**config.mk**
```make
export PLATFORM = sky130hd
export DESIGN_NAME = trap_seq_feeder
export DESIGN_NICKNAME = d
export VERILOG_FILES = /design/src/rtl/trap_seq_pkg.sv /design/src/rtl/trap_desc_fifo.sv /design/src/rtl/trap_seq_feeder.sv
export SDC_FILE = /design/constraint.sdc
export NUM_CORES = 1
export LEC_CHECK = 0
export CAP_MARGIN = 20
export CORE_MARGIN = 2
export CORE_UTILIZATION = 50
export DETAILED_ROUTE_END_ITERATION = 6
export PLACE_DENSITY_LB_ADDON = 0.2
export RECOVER_POWER = 100
export SYNTH_ARGS = -nofsm -noshare
export SYNTH_HDL_FRONTEND = slang
export SYNTH_SLANG_ARGS = --single-unit
```
**constraint.sdc**
```tcl
create_clock -name clk -period 4.55 [get_ports clk]
set_input_delay 0.455 -clock clk [delete_from_list [all_inputs] [get_ports clk]]
set_output_delay 0.455 -clock clk [all_outputs]
set_load 0.05 [all_outputs]
```
**src/rtl/trap_seq_pkg.sv**
```systemverilog
// Shared types and constants for the trapezoid command sequencer.
// Descriptor layout: {yd, yu, xdr, xdl, xur, xul}, each COORD_W bits, xul in the LSBs.
package trap_seq_pkg;

  localparam int COORD_W = 8;
  localparam int DESC_W  = 48;

  localparam int XUL_LSB = 0;
  localparam int XUR_LSB = 8;
  localparam int XDL_LSB = 16;
  localparam int XDR_LSB = 24;
  localparam int YU_LSB  = 32;
  localparam int YD_LSB  = 40;

  typedef logic [COORD_W-1:0] coord_t;
  typedef logic [DESC_W-1:0]  desc_t;

  // Each state names what nt/xi/yi carry during that cycle.
  typedef enum logic [2:0] {
    S_IDLE,
    S_V0,
    S_V1,
    S_V2,
    S_V3,
    S_WAIT
  } state_t;

  // Extract one coordinate from a packed descriptor.
  function automatic coord_t desc_field(input desc_t d, input int lsb);
    return d[lsb +: COORD_W];
  endfunction

endpackage

```
**src/rtl/trap_desc_fifo.sv**
```systemverilog
// Synchronous descriptor FIFO; read data is the head entry (no write-to-read bypass).
module trap_desc_fifo
  import trap_seq_pkg::*;
#(
  parameter int DEPTH = 4,
  parameter int LVL_W = 3
) (
  input  logic             clk,
  input  logic             reset,
  input  logic             push,
  input  desc_t            din,
  input  logic             pop,
  output desc_t            dout,
  output logic             full,
  output logic             empty,
  output logic [LVL_W-1:0] level
);

  localparam int AW = (DEPTH > 1) ? $clog2(DEPTH) : 1;

  desc_t          mem [DEPTH];
  logic [AW-1:0]  wr_ptr;
  logic [AW-1:0]  rd_ptr;
  logic           push_en;
  logic           pop_en;

  assign full    = (level == LVL_W'(DEPTH));
  assign empty   = (level == '0);
  assign push_en = push && !full;
  assign pop_en  = pop && !empty;
  assign dout    = mem[rd_ptr];

  // Storage write.
  // NOTE: the storage array has no reset; pointers and level alone define which entries are valid.
  always_ff @(posedge clk) begin
    if (push_en) mem[wr_ptr] <= din;
  end

  // Pointer and occupancy tracking; simultaneous push and pop leaves level unchanged.
  // NOTE: sequential state uses non-blocking assignments so every flop samples pre-edge values.
  always_ff @(posedge clk or posedge reset) begin
    if (reset) begin
      wr_ptr <= '0;
      rd_ptr <= '0;
      level  <= '0;
    end else begin
      if (push_en) wr_ptr <= wr_ptr + AW'(1);
      if (pop_en)  rd_ptr <= rd_ptr + AW'(1);
      case ({push_en, pop_en})
        2'b10:   level <= level + LVL_W'(1);
        2'b01:   level <= level - LVL_W'(1);
        default: level <= level;
      endcase
    end
  end

endmodule

```
**src/rtl/trap_seq_feeder.sv**
```systemverilog
// Trapezoid command sequencer: buffers descriptors and replays them onto the
// core's 4-cycle nt/xi/yi load protocol, pulsing done when the core goes idle.
// Optional feature macro: TRAP_SEQ_PERF_EN adds the pix_cnt pixel counter.
module trap_seq_feeder
  import trap_seq_pkg::*;
#(
  parameter int DEPTH = 4,
  parameter int LVL_W = 3
) (
  input  logic             clk,
  input  logic             reset,
  input  logic             s_valid,
  output logic             s_ready,
  input  logic [7:0]       s_xul,
  input  logic [7:0]       s_xur,
  input  logic [7:0]       s_xdl,
  input  logic [7:0]       s_xdr,
  input  logic [7:0]       s_yu,
  input  logic [7:0]       s_yd,
  output logic             nt,
  output logic [7:0]       xi,
  output logic [7:0]       yi,
  input  logic             busy,
  input  logic             po,
  output logic             done,
  output logic             idle,
  output logic [LVL_W-1:0] fifo_level
`ifdef TRAP_SEQ_PERF_EN
  ,
  output logic [15:0]      pix_cnt
`endif
);

  state_t state;
  state_t state_next;
  desc_t  work;
  desc_t  work_next;
  desc_t  fifo_dout;
  logic   fifo_full;
  logic   fifo_empty;
  logic   pop;
  logic   nt_next;
  coord_t xi_next;
  coord_t yi_next;

  trap_desc_fifo #(
    .DEPTH (DEPTH),
    .LVL_W (LVL_W)
  ) u_fifo (
    .clk   (clk),
    .reset (reset),
    .push  (s_valid),
    .din   ({s_yd, s_yu, s_xdr, s_xdl, s_xur, s_xul}),
    .pop   (pop),
    .dout  (fifo_dout),
    .full  (fifo_full),
    .empty (fifo_empty),
    .level (fifo_level)
  );

  assign s_ready = !fifo_full;
  assign idle    = fifo_empty && (state == S_IDLE);
  assign done    = (state == S_WAIT) && !busy;

  // Next-state logic; a pop happens on every transition into S_V0.
  // NOTE: every signal driven here gets a default first, so no path can infer a latch.
  always_comb begin
    state_next = state;
    pop        = 1'b0;
    case (state)
      S_IDLE: begin
        if (!fifo_empty && !busy) begin
          state_next = S_V0;
          pop        = 1'b1;
        end
      end
      S_V0:   state_next = S_V1;
      S_V1:   state_next = S_V2;
      S_V2:   state_next = S_V3;
      S_V3:   state_next = S_WAIT;
      S_WAIT: begin
        if (!busy) begin
          if (!fifo_empty) begin
            state_next = S_V0;
            pop        = 1'b1;
          end else begin
            state_next = S_IDLE;
          end
        end
      end
      default: state_next = S_IDLE;
    endcase
  end

  // Output values for the coming cycle, taken from the state being entered.
  always_comb begin
    work_next = pop ? fifo_dout : work;
    nt_next   = 1'b0;
    xi_next   = '0;
    yi_next   = '0;
    case (state_next)
      S_V0: begin
        nt_next = 1'b1;
        xi_next = desc_field(work_next, XUL_LSB);
        yi_next = desc_field(work_next, YU_LSB);
      end
      S_V1: xi_next = desc_field(work_next, XUR_LSB);
      S_V2: begin
        xi_next = desc_field(work_next, XDL_LSB);
        yi_next = desc_field(work_next, YD_LSB);
      end
      S_V3:    xi_next = desc_field(work_next, XDR_LSB);
      default: ;
    endcase
  end

  // State, working descriptor and registered core-side outputs.
  always_ff @(posedge clk or posedge reset) begin
    if (reset) begin
      state <= S_IDLE;
      work  <= '0;
      nt    <= 1'b0;
      xi    <= '0;
      yi    <= '0;
    end else begin
      state <= state_next;
      work  <= work_next;
      nt    <= nt_next;
      xi    <= xi_next;
      yi    <= yi_next;
    end
  end

`ifdef TRAP_SEQ_PERF_EN
  // Pixel counter: cleared on entry to S_V0, counts po while a trapezoid is active, saturates.
  always_ff @(posedge clk or posedge reset) begin
    if (reset) begin
      pix_cnt <= '0;
    end else if (state_next == S_V0) begin
      pix_cnt <= '0;
    end else if ((state != S_IDLE) && po && (pix_cnt != 16'hFFFF)) begin
      pix_cnt <= pix_cnt + 16'd1;
    end
  end
`else
  logic unused_po;
  assign unused_po = po;
`endif

endmodule

```
# Word-level counts from Yosys, hierarchy flattened
# Memories as Yosys holds them, arrays and structs flattened.
# Cells that the tools add are included.
dict set report classes {
  add_sub_neg 4
  n_eq_ne 12
  muxes 15
  reduce_logical 11
}
# operator n
set op_table {}
lappend op_table {{48-bit 2-to-1 mux} 1}
lappend op_table {{8-bit one-hot mux with 4 select lines} 1}
lappend op_table {{3-bit one-hot mux with 6 select lines} 1}
lappend op_table {{8-bit one-hot mux with 2 select lines} 1}
lappend op_table {{3-bit by 2-bit equality test with 1-bit output (second input constant)} 4}
lappend op_table {{3-bit equality test (second input constant)} 4}
lappend op_table {{1-bit 2-to-1 mux} 7}
lappend op_table {{3-bit by 1-bit equality test with 1-bit output (second input constant)} 2}
lappend op_table {{3-bit zero test} 2}
lappend op_table {{3-bit 2-to-1 mux} 2}
lappend op_table {{3-bit one-hot mux with 2 select lines} 1}
lappend op_table {{1-bit logical AND} 5}
lappend op_table {{2-bit by 1-bit adder with 2-bit output (second input constant)} 2}
lappend op_table {{3-bit by 1-bit adder with 3-bit output (second input constant)} 1}
lappend op_table {{1-bit zero test} 3}
lappend op_table {{3-bit by 1-bit subtractor with 3-bit output (second input constant)} 1}
lappend op_table {{2-bit by 1-bit equality test with 1-bit output (second input constant)} 1}
lappend op_table {{2-bit equality test (second input constant)} 1}
lappend op_table {{1-bit one-hot mux with 2 select lines} 1}
lappend op_table {{2-bit nonzero test} 1}
dict set report totals {
  register_bits 75
  ram_bits 192
  out_inout_bits 23
  n_memories 1
}
# name words word_bits read_ports rd_clocked_by_memory_dff wr line
set memory_table {}
lappend memory_table {u_fifo.mem 4 48 1 0 1 trap_desc_fifo.sv:21} ;# desc_t mem [DEPTH];

# Logic depth before layout (Yosys ltp)
# Gate-level depths: netlist (run 1).
dict set report logic_depth {
  word_depth 8
  depth_mapped 9
  depth_no_buf 9
}

# By module
# Synthesis (run 1) repeated with hierarchy kept, for this count alone.
dict set report unflattened {
  hier_cells 465
  hier_area_um2 9710.6
}
# module n_inst cells_per_inst area_each_um2 seq_area_each_um2
set by_module_without_submodules {}
lappend by_module_without_submodules {trap_desc_fifo 1 289 7410.9 5940.7}
lappend by_module_without_submodules {trap_seq_feeder 1 176 2299.7 1301.2}

# Worst setup path before layout (run 1)
# Ideal clock, no wire load.
dict set report synth_timing {
  path_kind {reg2out}
  start {register u_fifo.level[0]}
  end {output port idle}
  arrival_time_ns 2.522
  required_ns 4.095
  setup_slack_ns 1.573
  path_stages_with_launch 3
  n_path_buf 0
  path_cell_list {dfrtp_1 > or3_4 > nor4_1}
}
dict set report synth_via {
  elab_chain_cells 2
}
# item line
set synth_rtl {}
lappend synth_rtl {{start: declaration} trap_desc_fifo.sv:16} ;# output logic [LVL_W-1:0] level
lappend synth_rtl {{start signal: assignment} trap_desc_fifo.sv:50} ;# 2'b10: level <= level + LVL_W'(1);
lappend synth_rtl {{start signal: assignment} trap_desc_fifo.sv:51} ;# 2'b01: level <= level - LVL_W'(1);
lappend synth_rtl {{start signal: assignment} trap_desc_fifo.sv:52} ;# default: level <= level;
lappend synth_rtl {{3-bit zero test} trap_desc_fifo.sv:28} ;# assign empty = (level == '0);
lappend synth_rtl {{1-bit logical AND} trap_seq_feeder.sv:62} ;# assign idle = fifo_empty && (state == S_IDLE);
lappend synth_rtl {{end: declaration} trap_seq_feeder.sv:26} ;# output logic idle,
# Every way passes these cells.

# Final worst setup path (run 1)
dict set report layout_timing {
  start {register u_fifo.level[2]}
  end {memory u_fifo.mem[2][45] in the netlist's numbering, enable pin}
}
dict set report layout_via {
  elab_chain_cells 5
}
# item line
set layout_rtl {}
lappend layout_rtl {{3-bit equality test} trap_desc_fifo.sv:27} ;# assign full = (level == LVL_W'(DEPTH));
lappend layout_rtl {{1-bit zero test} trap_desc_fifo.sv:29} ;# assign push_en = push && !full;
lappend layout_rtl {{1-bit logical AND} trap_desc_fifo.sv:29}
lappend layout_rtl {{1-bit 2-to-1 mux} trap_desc_fifo.sv:36} ;# if (push_en) mem[wr_ptr] <= din;
lappend layout_rtl {{1-bit 2-to-1 mux (implied by the code)} trap_desc_fifo.sv:36}
lappend layout_rtl {{end: declaration} trap_desc_fifo.sv:21}
# Every way passes these cells.

==> results list, run 1 <==
* Clock buffer count from CTS: 27
* Gp weighted congestion: 0.686
* Hold Startpoint: work[27]$_DFF_PP0_
* Number of unique standard cell types used by synthesis: 33
- Count of nets after finishing: between 500 and 600
- In this run the static leakage power is roughly 4 nW.
* RSZ-0062 raised after global routing: no
- The number of hold violations in the final report is 0.
- For this run, the top clock speed supported by timing is 288 MHz.
- Once the floorplan was initialized, standard cells occupied 51.0% of the core.
- Largest clock skew in the final design: approximately 16 ps
* I/O pin total: 76
* Post-CTS Hold Buffers: 0
- Synthesized cell area: 0.00953 mm²
* Period utilization: 76.2%
- In the final routed layout, each cell accounts on average for between 20 and 25 µm.
- Register share of total power: between 40% and 50%
* Post-synthesis sequential element count: around 250
* Shortest clock period the worst path allows after layout: about 3500 ps
- Number of antenna violations at the first check in global routing: 2
- The number of gates resized after CTS was 0.
* Final Max Tran Viols: approximately 160
* Vertical die dimension: about 140 µm
- The synthesized design contains between 150 and 200 enable-type register cells.
* Highest routing layer actually used: met4
- Number of buffers added for setup after CTS: 0
- Hold/Removal Path Class: reg2reg
- Counting the fill cells in the layout gives ~1300.
- Final-layout setup total negative slack: 0 ps
* HPWL reported at the end of detailed placement: around 9700 µm
- CTS built an H-tree with a depth of 1.
* First-pass iteration count of the detailed router: 4
- In this run the worst path has a maximum fanout of 30.
- The analysis attributes to net switching a power of 0.00229 W.
- Relative slew slack: -15.5%
- The worst register-to-register path has a setup slack of around 1100 ps.
- Measured along the x axis, the die boundary spans about 140 µm.
* Aggregate global-route resource usage: between 10% and 20%
* Max-cap violations: 5
* Total Wirelength: roughly 17000 µm
- Share of synthesized area occupied by flip-flops and latches: between 70% and 80%
- The Yosys step of the flow raised 0 warnings.
- Counting instances, the worst hold path has a depth of 1.
* Root buffer cell: sky130_fd_sc_hd__clkbuf_16
- Routed met2 length: about 8400 µm
* Crit path required time: ~4700 ps
- After detailed placement, the total cell area comes to between 0.01 and 0.015 mm².
- Leaving out fill and tap cells, the most frequent cell in the layout is sky130_fd_sc_hd__edfxtp_1.
- For hold timing, the worst endpoint is work[27]$_DFF_PP0_.
* Synth Net Count: 496
- Vias/cell: between 5 and 6
- Clock-pin slew was measured on the worst setup and hold paths at ~60 ps.
- STA classifies the critical path endpoint as a flop.
- Of the total power, combinational logic draws between 20% and 30%.
- The cell count after synthesis came out at around 440.
* Logic depth of the worst register-to-register path: 3
- Cell Int Power: between 0.005 and 0.006 W
- The core region is approximately 0.019 mm².
- Outcome: complete, but fails checks
- Clock tree synthesis found a total of 251 sinks.
- Insertion delay of the later-clocked pin in the worst-skew pair: between 500 and 600 ps
- Data arrives at the worst endpoint at about 3600 ps.
* Commonest non-fill, non-tap cells in the layout: 192 x sky130_fd_sc_hd__edfxtp_1, 72 x sky130_fd_sc_hd__dlygate4sd3_1, 57 x sky130_fd_sc_hd__dfrtp_1
- CP startpoint kind: flop
* Row cnt: 50
- TritonCTS built the clock tree.
- DRC Markers: 0
* Timing startpoint of the critical path: u_fifo.level[2]$_DFFE_PP0P_
- Total power density per cell area: 681 mW/mm²
* Antenna-violating nets left: 0
* Met3 wire length: roughly 900 µm
- Net Sw Frac: 29.7%
- Reg-to-reg critical path endpoint: u_fifo.mem[2][45]$_DFFE_PP_
- The most used flip-flop cell after synthesis is sky130_fd_sc_hd__edfxtp_1.
- R2R Path Start: u_fifo.level[2]$_DFFE_PP0P_
- Portion of total power attributed to the clock network: approximately 28%
* Worst supply voltage drop on vdd: around 0.00031 V
- Input and output buffers added on the ports amount to 74.
- Global routing finished with a remaining overflow of 0.
- Averaged over all synthesized cells, the footprint is roughly 22 µm².
* Maximum number of pins on one net before global-route repair: 51
- Final setup vio count: 0
* Global-route wire length before repair: 26600 µm
* Maximum root-to-sink buffer count: 3
* Share of layout cells above drive strength 1: 22.2%
- The die covers 0.0202 mm².
- Violations in the final reports: capacitance limit, slew limit
- After synthesis, the share of flip-flops with an asynchronous set or reset is between 20% and 30%.
- Slew at the pin closest to its max-slew limit: around 1700 ps
- The area growth from synthesis to layout is 18.9%.
- Via count: 4369
* Category of the most critical setup path: reg2reg
- After the first detailed-routing iteration, the DRC count stood at around 230.
- Vias in the first global route: 4638
- In the final routing, the length of wire on met1 measures approximately 7400 µm.
* Total non-filler cell area in the finished layout: about 0.011 mm²
[worst max-delay path, stage by stage, from the launching register on]
cell	delay, ps
sky130_fd_sc_hd__dfrtp_1	410
sky130_fd_sc_hd__or3b_1	260
sky130_fd_sc_hd__and3_1	1350
sky130_fd_sc_hd__clkbuf_1	1030
[per-stage QoR]
step | power [W] | worst slack [ps] | utilization [%] | instances | hold slack, ps
after floorplan | 0.00514 | 1570 | - | 437 | 462
after global placement | 0.00570 | 1950 | 56.1 | 727 | 483
after detailed placement | 0.00578 | 1910 | 56.1 | 727 | 486
after CTS | 0.00794 | 1450 | 60.8 | 777 | 473
after global routing | 0.00811 | 841 | 60.6 | 778 | 511
final | 0.00772 | 1080 | 60.6 | 780 | 494
[worst max path at each step]
| stage | to | slack [ps] |
|---|---|---|
| 6_report | u_fifo.mem[2][45]$_DFFE_PP_ | 1080 |
| 5_1_grt | u_fifo.mem[2][45]$_DFFE_PP_ | 840 |
| 4_1_cts | done | 1450 |
| 3_5_place_dp | u_fifo.mem[2][24]$_DFFE_PP_ | 1910 |
| 3_3_place_gp | done | 1950 |
| 2_1_floorplan | idle | 1570 |
[per-layer routing]
layer  track usage (%)  vias to the layer above
met5                 0                        -
met4              4.68                        0
met3              3.67                       30
met2              29.6                      109
met1              23.8                     2289
li1                  -                     1941
[cell type report]
type                            instances  area [µm²]  area share, %
Tap cell                              234         293           2.58
Antenna cell                            2        5.00         0.0441
Multi-Input combinational cell        153        2070           18.2
Inverter                                8        30.0          0.265
Clock buffer                           41         778           6.86
Clock inverter                          9         114           1.00
Timing Repair Buffer                   82         802           7.07
Sequential cell                       251        7250           63.9
[power by group through the flow]
stage | Sequential (W) | Combinational, W | Clock (W)
after floorplan | 0.00353 | 0.00161 | 0
after global placement | 0.00361 | 0.00210 | 0
after detailed placement | 0.00364 | 0.00214 | 0
after CTS | 0.00360 | 0.00214 | 0.00219
after global routing | 0.00358 | 0.00223 | 0.00229
final | 0.00351 | 0.00207 | 0.00215
[registers in the layout, indices dropped and copies added, names as in the netlist]
register,cells
u_fifo.level,3
work,32
u_fifo.wr_ptr,2
nt,1
u_fifo.mem,192
xi,8
state,3
yi,8
u_fifo.rd_ptr,2
[cell usage after synthesis, drive strengths merged, types with 3 or more instances]
cell | count | area [µm²]
clkbuf | 5 | 18.8
mux2 | 41 | 514
buf | 20 | 120
a22oi | 8 | 60.1
ha | 5 | 62.6
nor2 | 4 | 15.0
inv | 8 | 30.0
edfxtp | 192 | 5770
xnor2 | 5 | 43.8
a22o | 8 | 70.1
mux4 | 48 | 1080
and3 | 6 | 42.5
dfrtp | 59 | 1480
o2bb2ai | 8 | 70.1
xor2 | 3 | 26.3
[logic make-up (layout without fill, tap and decap cells)]
logic type               Yosys count  count (layout)  synth area share, %
XOR/XNOR                           8               8                0.735
adder cells (fa/ha/maj)            6               6                0.866
AO/OA/AOI/OAI                     27              27                 2.28
other                              0               2                    0
multiplexers                      91              91                 16.9
buffers and inverters             33             140                 1.77
flip-flops                       251             251                 76.0
AND/OR/NAND/NOR                   21              21                 1.42
No activity file was read; power rests on OpenSTA's default activity.
==> run 2: changes to the inputs <==
==> constraint.sdc (replaced) <==
create_clock -name clk -period 2.9 [get_ports clk]
set_input_delay 0.29 -clock clk [delete_from_list [all_inputs] [get_ports clk]]
set_output_delay 0.29 -clock clk [all_outputs]
set_load 0.05 [all_outputs]
==> run 2 against run 1 <==
The run still ends with capacitance limit, slew limit left; wire length barely moved; clock skew fell by 5.3 ps; via count rose by 1.1%; sequential power rose by 54%; setup slack got worse by 930 ps; clock power rose by 62%; non-clock buffer count rose by 5; critical path depth did not move; power rose by 59%; sequential share of layout area fell by 0.57 points; critical path type is now reg2out; largest power group unchanged.
==> results list, run 2 (synthesized netlist as in run 1, its figures left out) <==
* R2R Path Start: state[0]$_DFF_PP0_ (was u_fifo.level[2]$_DFFE_PP0P_)
- The wire length of the first global-routing pass came to 26900 µm (was 26600 µm).
- Net Sw Frac: 29.2% (was 29.7%)
- The part of the power in combinational logic came to 27.8% (was 26.8%).
* CTS clk-pin slew, worst paths: 60 ps (about the same)
* Placeable core region: 0.0187 mm² (unchanged)
- The number of hold violations in the final report came to 0 (unchanged).
- The summed negative setup slack over all endpoints came to 0 ps (unchanged).
* Leakage: 4.05 nW (was 3.98 nW)
- The data arrival at the endpoint of the critical path came to 2460 ps (was 3610 ps).
- End-of-flow core utilization: 61.1% (was 60.6%)
* Register share of total power: 43.9% (was 45.4%)
- The maximum buffer depth of the clock tree was 3 (unchanged).
- Root buffer cell: sky130_fd_sc_hd__clkbuf_16 (unchanged)
* CP startpoint kind: flop (unchanged)
- The floorplan die width came to 142 µm (unchanged).
- The headroom to the max-slew limit came to -7.09% (was -15.5%).
- The share of post-route cells with drive strength above 1 was 24.3% (was 22.2%).
- The type of element capturing the critical path is an output pin (was flop).
* Number of DRC markers after the initial detailed-route iteration: 305 (was 234)
- The number of port buffers came to 74 (unchanged).
* Final setup vio count: 0 (unchanged)
- The wire length per cell is 21.8 µm (was 21.9 µm).
- The power density normalized to cell area came to 1080 mW/mm² (was 681 mW/mm²).
- Max-cap violations: 1 (was 5)
- Period utilization: 94.8%
* Shortest clock period the worst path allows after layout: ~2700 ps
- Count of nets after finishing: 586 (was 582)
* Row cnt: 50 (unchanged)
- The largest clock skew in the final design was 11.2 ps (was 16.5 ps).
- The portion of total power attributed to the clock network came to 28.3% (was 27.8%).
* Aggregate global-route resource usage: 17.8% (was 17.6%)
* Worst Path Max Fanout: 6 (was 30)
* Outcome: complete, but fails checks (unchanged)
* I/O pin total: 76 (unchanged)
- The H-tree depth is 1 (unchanged).
* Area enclosed by the die boundary: 0.0202 mm² (unchanged)
- Post-CTS Hold Buffers: 0 (unchanged)
- Total Wirelength: 17100 µm (about the same)
- Slew at the pin closest to its max-slew limit: 1610 ps (was 1730 ps)
- The total clock buffers created by CTS was 26 (was 27).
* Vias/cell: 5.63 (was 5.60)
- The area growth from synthesis to layout is 20.0% (was 18.9%).
- The end of the critical path is idle (was u_fifo.mem[2][45]$_DFFE_PP_).
- The total half-perimeter wirelength after legalization and detailed placement was 9860 µm (was 9740 µm).
* Timing startpoint of the critical path: u_fifo.level[0]$_DFFE_PP0P_ (was u_fifo.level[2]$_DFFE_PP0P_)
* Worst supply voltage drop on vdd: 0.000588 V (was 0.000311 V)
* Violations in the final reports: capacitance limit, slew limit (unchanged)
- Maximum number of pins on one net before global-route repair: 60 (was 51)
* Register ranked first by flip-flop count: u_fifo.mem (unchanged)
* Highest clock rate: around 360 MHz
- The flip-flop count of the largest register after layout came to 192 (unchanged).
- Vertical die dimension: 142 µm (unchanged)
- The via total after detailed routing came to 4416 (was 4369).
- The number of antenna violations at the first check in global routing came to 3 (was 2).
* Commonest non-fill, non-tap cells in the layout: 192 x sky130_fd_sc_hd__edfxtp_1, 72 x sky130_fd_sc_hd__dlygate4sd3_1, 57 x sky130_fd_sc_hd__dfrtp_1 (unchanged)
* Number of clock sinks: 251 (unchanged)
- The reg2reg setup slack is 330 ps (was 1080 ps).
- The net switching component of the power came to 0.00359 W (was 0.00229 W).
- The number of global-route vias before repair was 4727 (was 4638).
- Number of buffers added for setup after CTS: 0 (unchanged)
- The weighted congestion at the end of routability-driven global placement came to 0.700 (was 0.686).
- Final Max Tran Viols: 60 (was 162)
- Most common cell after layout, fill and taps aside: sky130_fd_sc_hd__edfxtp_1 (unchanged)
- The number of nets with antenna violations after detailed routing was 0 (unchanged).
- The required time of the worst setup path was 2610 ps (was 4700 ps).
- Hold/Removal Path Class: in2reg (was reg2reg)
- Remaining global-route overflow: 0 (unchanged)
* Reg-to-reg critical path endpoint: work[14]$_DFF_PP0_ (was u_fifo.mem[2][45]$_DFFE_PP_)
- The clock tree from TritonCTS is yes (unchanged).
* Initial Util: 51.0% (unchanged)
- The number of gates given a new drive strength after cts was 0 (unchanged).
- Largest registers in the final layout: u_fifo.mem: 192 flops, work: 32 flops (unchanged).
* Category of the most critical setup path: reg2out (was reg2reg)
- The total internal power came to 0.00871 W (was 0.00543 W).
- First-pass iteration count of the detailed router: 4 (unchanged)
- Logic depth of the worst register-to-register path: 4 (was 3)
- Insertion delay of the later-clocked pin in the worst-skew pair: 520 ps (was 540 ps)
- RSZ-0062 raised after global routing: no (unchanged)
- The post-route DRC violation count came to 0 (unchanged).
==> run 2: power groups by stage <==
| stage | combinational [W] | clock, W | sequential (W) |
|---|---|---|---|
| detailed placement | 0.00372 | 0 | 0.00550 |
| finish | 0.00342 | 0.00348 | 0.00541 |
| global route | 0.00370 | 0.00369 | 0.00552 |
| CTS | 0.00373 | 0.00356 | 0.00544 |
| global placement | 0.00365 | 0 | 0.00545 |
| floorplan | 0.00254 | 0 | 0.00551 |
==> run 2: per-layer routing <==
| metal | GRT usage [%] | wire (µm) | vias to the layer above |
|---|---|---|---|
| li1 | - | - | 1954 |
| met1 | 25.3 | 7540 | 2315 |
| met2 | 28.3 | 8190 | 117 |
| met3 | 3.77 | 1020 | 30 |
| met4 | 4.84 | 322 | 0 |
| met5 | 0 | 0 | - |
==> run 2: final cells by class <==
type,count,area (µm²)
Inverter,8,30.0
Multi-Input combinational cell,153,2070
Clock inverter,12,165
Tap cell,234,293
Sequential cell,251,7240
Antenna cell,3,7.51
Clock buffer,36,759
Timing Repair Buffer,87,866
Fill cell,1315,7270
==> run 2: stage by stage <==
step | power, W | cell area (µm²) | std cells | hold slack (ps) | setup slack, ps
global placement | 0.00910 | 10600 | 733 | 477 | 668
floorplan | 0.00805 | 9540 | 437 | 389 | 87.8
global route | 0.0129 | 11400 | 782 | 472 | 34.3
CTS | 0.0127 | 11500 | 781 | 355 | 167
detailed placement | 0.00922 | 10600 | 733 | 482 | 619
finish | 0.0123 | 11400 | 784 | 477 | 151
==> run 2: critical path, stage by stage, from the launching register on <==
cell                            delay, ps
sky130_fd_sc_hd__dfrtp_1              420
sky130_fd_sc_hd__or3_4                440
sky130_fd_sc_hd__nor4_1               170
sky130_fd_sc_hd__dlygate4sd3_1        900
==> run 2: worst min path at each step <==
stage,startpoint,to,slack (ps),depth (start not counted)
2_1_floorplan,s_xul[0],u_fifo.mem[0][0]$_DFFE_PP_,390,0
3_3_place_gp,work[42]$_DFF_PP0_,yi[2]$_DFF_PP0_,480,1
3_5_place_dp,work[42]$_DFF_PP0_,yi[2]$_DFF_PP0_,480,1
4_1_cts,reset,work[25]$_DFF_PP0_,360,3
5_1_grt,s_yd[1],u_fifo.mem[2][41]$_DFFE_PP_,470,1
6_report,s_xdr[5],u_fifo.mem[2][29]$_DFFE_PP_,480,1
==> run 3: changes to the inputs <==
==> constraint.sdc (replaced) <==
create_clock -name clk -period 2.9 [get_ports clk]
set_input_delay 0.29 -clock clk [delete_from_list [all_inputs] [get_ports clk]]
set_output_delay 0.29 -clock clk [all_outputs]
set_load 0.1 [all_outputs]
==> run 3 against run 2 <==
The flow now finishes without violations; first-iteration DRC count down 13%; clock-buffer cell count is the same; sequential share of layout area is 1.3 points higher; register-to-register slack improved by 180 ps; non-clock buffer count stayed put; final cell count is 0.26% lower; flip-flop and latch count unchanged; critical path depth stayed put; largest power group unchanged; highest routed layer is now met5.
==> results list, run 3 (synthesized netlist as in run 1, its figures left out) <==
- Detailed-route wire length per cell: 21.9 µm (was 21.8 µm)
* Layout fillers: 1354 (was 1315)
* R2R Path Start: u_fifo.level[0]$_DFFE_PP0P_ (was state[0]$_DFF_PP0_)
- Maximum root-to-sink buffer count: 3 (unchanged)
* Share of layout cells above drive strength 1: 25.6% (was 24.3%)
* Worst Path Max Fanout: 17 (was 6)
- The critical path class is reg2out (unchanged).
- Crit path required time: 2610 ps (about the same)
- Number of levels the H-tree was split into: 1 (unchanged)
- Final Max Tran Viols: 0 (was 60)
* Aggregate global-route resource usage: 17.6% (was 17.8%)
- Count of nets after finishing: 586 (unchanged)
* Number of buffers added for setup after CTS: 0 (unchanged)
- Reg-to-reg critical path endpoint: u_fifo.level[2]$_DFFE_PP0P_ (was work[14]$_DFF_PP0_)
* Area enclosed by the die boundary: 0.0202 mm² (unchanged)
- Period utilization: 86.9% (was 94.8%)
* Most common cell after layout, fill and taps aside: sky130_fd_sc_hd__edfxtp_1 (unchanged)
- Net Sw Frac: 32.6% (was 29.2%)
- The clock slew seen by the registers of the worst setup and hold paths was 60 ps (about the same).
* Worst supply voltage drop on vdd: 0.000619 V (was 0.000588 V)
- The placed cell count is 733 (unchanged).
- Portion of total power attributed to the clock network: 25.8% (was 28.3%)
- The number of hold violations in the final report came to 0 (unchanged).
- Largest registers in the final layout: u_fifo.mem: 192 flops, work: 32 flops (unchanged).
- Number of flip-flops in the largest register: 192 (unchanged)
- The worst slack at placement was 538 ps (was 619 ps).
- The number of buffers inserted by hold repair at cts is 0 (unchanged).
* Row cnt: 50 (unchanged)
- The number of search-and-repair iterations in the first detailed-routing pass was 4 (unchanged).
- Largest clock skew in the final design: 19.7 ps (was 11.2 ps)
- Initial Util: 51.0% (unchanged)
* Logic depth of the worst register-to-register path: 9 (was 4)
* Max-cap violations: 0 (was 1)
- Number of antenna violations at the first check in global routing: 3 (unchanged)
* Global-route wire length before repair: 26900 µm (about the same)
- The minimum period implied by the final worst setup slack was 2520 ps (was 2750 ps).
- Final-layout setup total negative slack: 0 ps (unchanged)
- The number of setup violations in the final report was 0 (unchanged).
* RSZ-0062 raised after global routing: no (unchanged)
* Clock buffer count from CTS: 26 (unchanged)
- Minimum hold slack: 461 ps (was 477 ps)
* Total power density per cell area: 1100 mW/mm² (was 1080 mW/mm²)
- Hold/Removal Path Class: in2async (was in2reg)
- The leftover overflow at the end of global routing is 0 (unchanged).
* I/O pin total: 76 (unchanged)
* Number of clock sinks: 251 (unchanged)
- The maximum number of pins on one net before global-route repair came to 49 (was 60).
- The number of global-route vias before repair came to 4796 (was 4727).
- Worst R2R Setup Slack: 510 ps (was 330 ps)
- Arrival time at the worst endpoint: 2230 ps (was 2460 ps)
* Gp weighted congestion: 0.728 (was 0.700)
* Area overhead of the layout relative to synthesis: 17.5% (was 20.0%)
- Switching power summed over all nets: 0.00402 W (was 0.00359 W)
* Post-cts repair resize count: 0 (unchanged)
* Register ranked first by flip-flop count: u_fifo.mem (unchanged)
* Register share of total power: 43.3% (was 43.9%)
* Cell Int Power: 0.00832 W (was 0.00871 W)
- The routed wire length is 17100 µm (about the same).
- Via count: 4403 (was 4416)
- Outcome: complete, no violations (was complete, but fails checks)
- Insertion delay of the later-clocked pin in the worst-skew pair: 530 ps (was 520 ps)
* Leakage: 3.91 nW (was 4.05 nW)
- Number of I/O port buffers: 74 (unchanged)
- CP startpoint kind: flop (unchanged)
- The total half-perimeter wirelength after legalization and detailed placement came to 9630 µm (was 9860 µm).
- The core region area came to 0.0187 mm² (unchanged).
- Number of DRC markers after the initial detailed-route iteration: 264 (was 305)
* Antenna-violating nets left: 0 (unchanged)
- The die outline height was 142 µm (unchanged).
- Relative slew slack: 7.04% (was -7.09%)
- Combinational share of power: 30.9% (was 27.8%)
- The clock tree from TritonCTS is yes (unchanged).
* Commonest non-fill, non-tap cells in the layout: 192 x sky130_fd_sc_hd__edfxtp_1, 56 x sky130_fd_sc_hd__dfrtp_1, 49 x sky130_fd_sc_hd__dlygate4sd3_1 (was 192 x sky130_fd_sc_hd__edfxtp_1, 72 x sky130_fd_sc_hd__dlygate4sd3_1, 57 x sky130_fd_sc_hd__dfrtp_1)
- Vias/cell: 5.63 (about the same)
* Sort of element at the end of the critical path: output pin (unchanged)
- The clock root buffer master is sky130_fd_sc_hd__clkbuf_16 (unchanged).
* DRC Markers: 0 (unchanged)
- Width of the die: 142 µm (unchanged)
- The worst setup slack after layout is 380 ps (was 151 ps).
- Final cell count without fillers: 782 (was 784)
* Slew at the pin closest to its max-slew limit: 1390 ps (was 1610 ps)
- The maximum achievable frequency is 397 MHz (was 364 MHz).
[run 3: worst max-delay path: stages (launching register included)]
cell and delay, ps:
sky130_fd_sc_hd__dfrtp_1 370, sky130_fd_sc_hd__clkbuf_1 400, sky130_fd_sc_hd__nor4_2 430, sky130_fd_sc_hd__clkbuf_2 520
[run 3: through the flow]
step / power (W) / utilization (%) / instance area, µm²
finish: 0.0123 / 59.9 / 11200
floorplan: 0.00848 / - / 9550
CTS: 0.0128 / 61.0 / 11400
global placement: 0.00950 / 56.5 / 10600
global route: 0.0130 / 59.9 / 11200
detailed placement: 0.00962 / 56.5 / 10600
[run 3: power groups by stage]
stage               combinational (W)  sequential, W  clock [W]
CTS                           0.00420        0.00536    0.00327
finish                        0.00381        0.00535    0.00319
floorplan                     0.00258        0.00590          0
global route                  0.00410        0.00546    0.00341
detailed placement            0.00419        0.00543          0
global placement              0.00412        0.00538          0
[run 3: cell type report]
cell class	count	area (µm²)	share of cell area (%)
tap	234	293	2.61
antenna	1	2.50	0.0223
multi-input combinational	153	2080	18.6
clock inverter	12	83.8	0.748
inverter	8	30.0	0.268
clock buffer	36	751	6.70
timing repair buffer	87	717	6.40
sequential	251	7250	64.7
[run 3: worst max path at each step]
stage	startpoint	to	slack (ps)	cells after the start
floorplan	u_fifo.level[0]$_DFFE_PP0P_	idle	-350	2
global placement	u_fifo.level[0]$_DFFE_PP0P_	u_fifo.level[2]$_DFFE_PP0P_	600	9
detailed placement	u_fifo.level[0]$_DFFE_PP0P_	u_fifo.level[2]$_DFFE_PP0P_	540	9
CTS	u_fifo.level[0]$_DFFE_PP0P_	u_fifo.level[2]$_DFFE_PP0P_	530	9
global route	state[1]$_DFF_PP0_	idle	270	3
finish	state[1]$_DFF_PP0_	idle	380	3
[run 3: routing by layer]
metal  global-route usage, %  wire length (µm)  up-vias
met1                    24.8              7490     2293
met3                    3.67              1040       38
met5                       0                26        -
met2                    28.6              8190      122
met4                    4.63               385        4
li1                        -                 -     1946
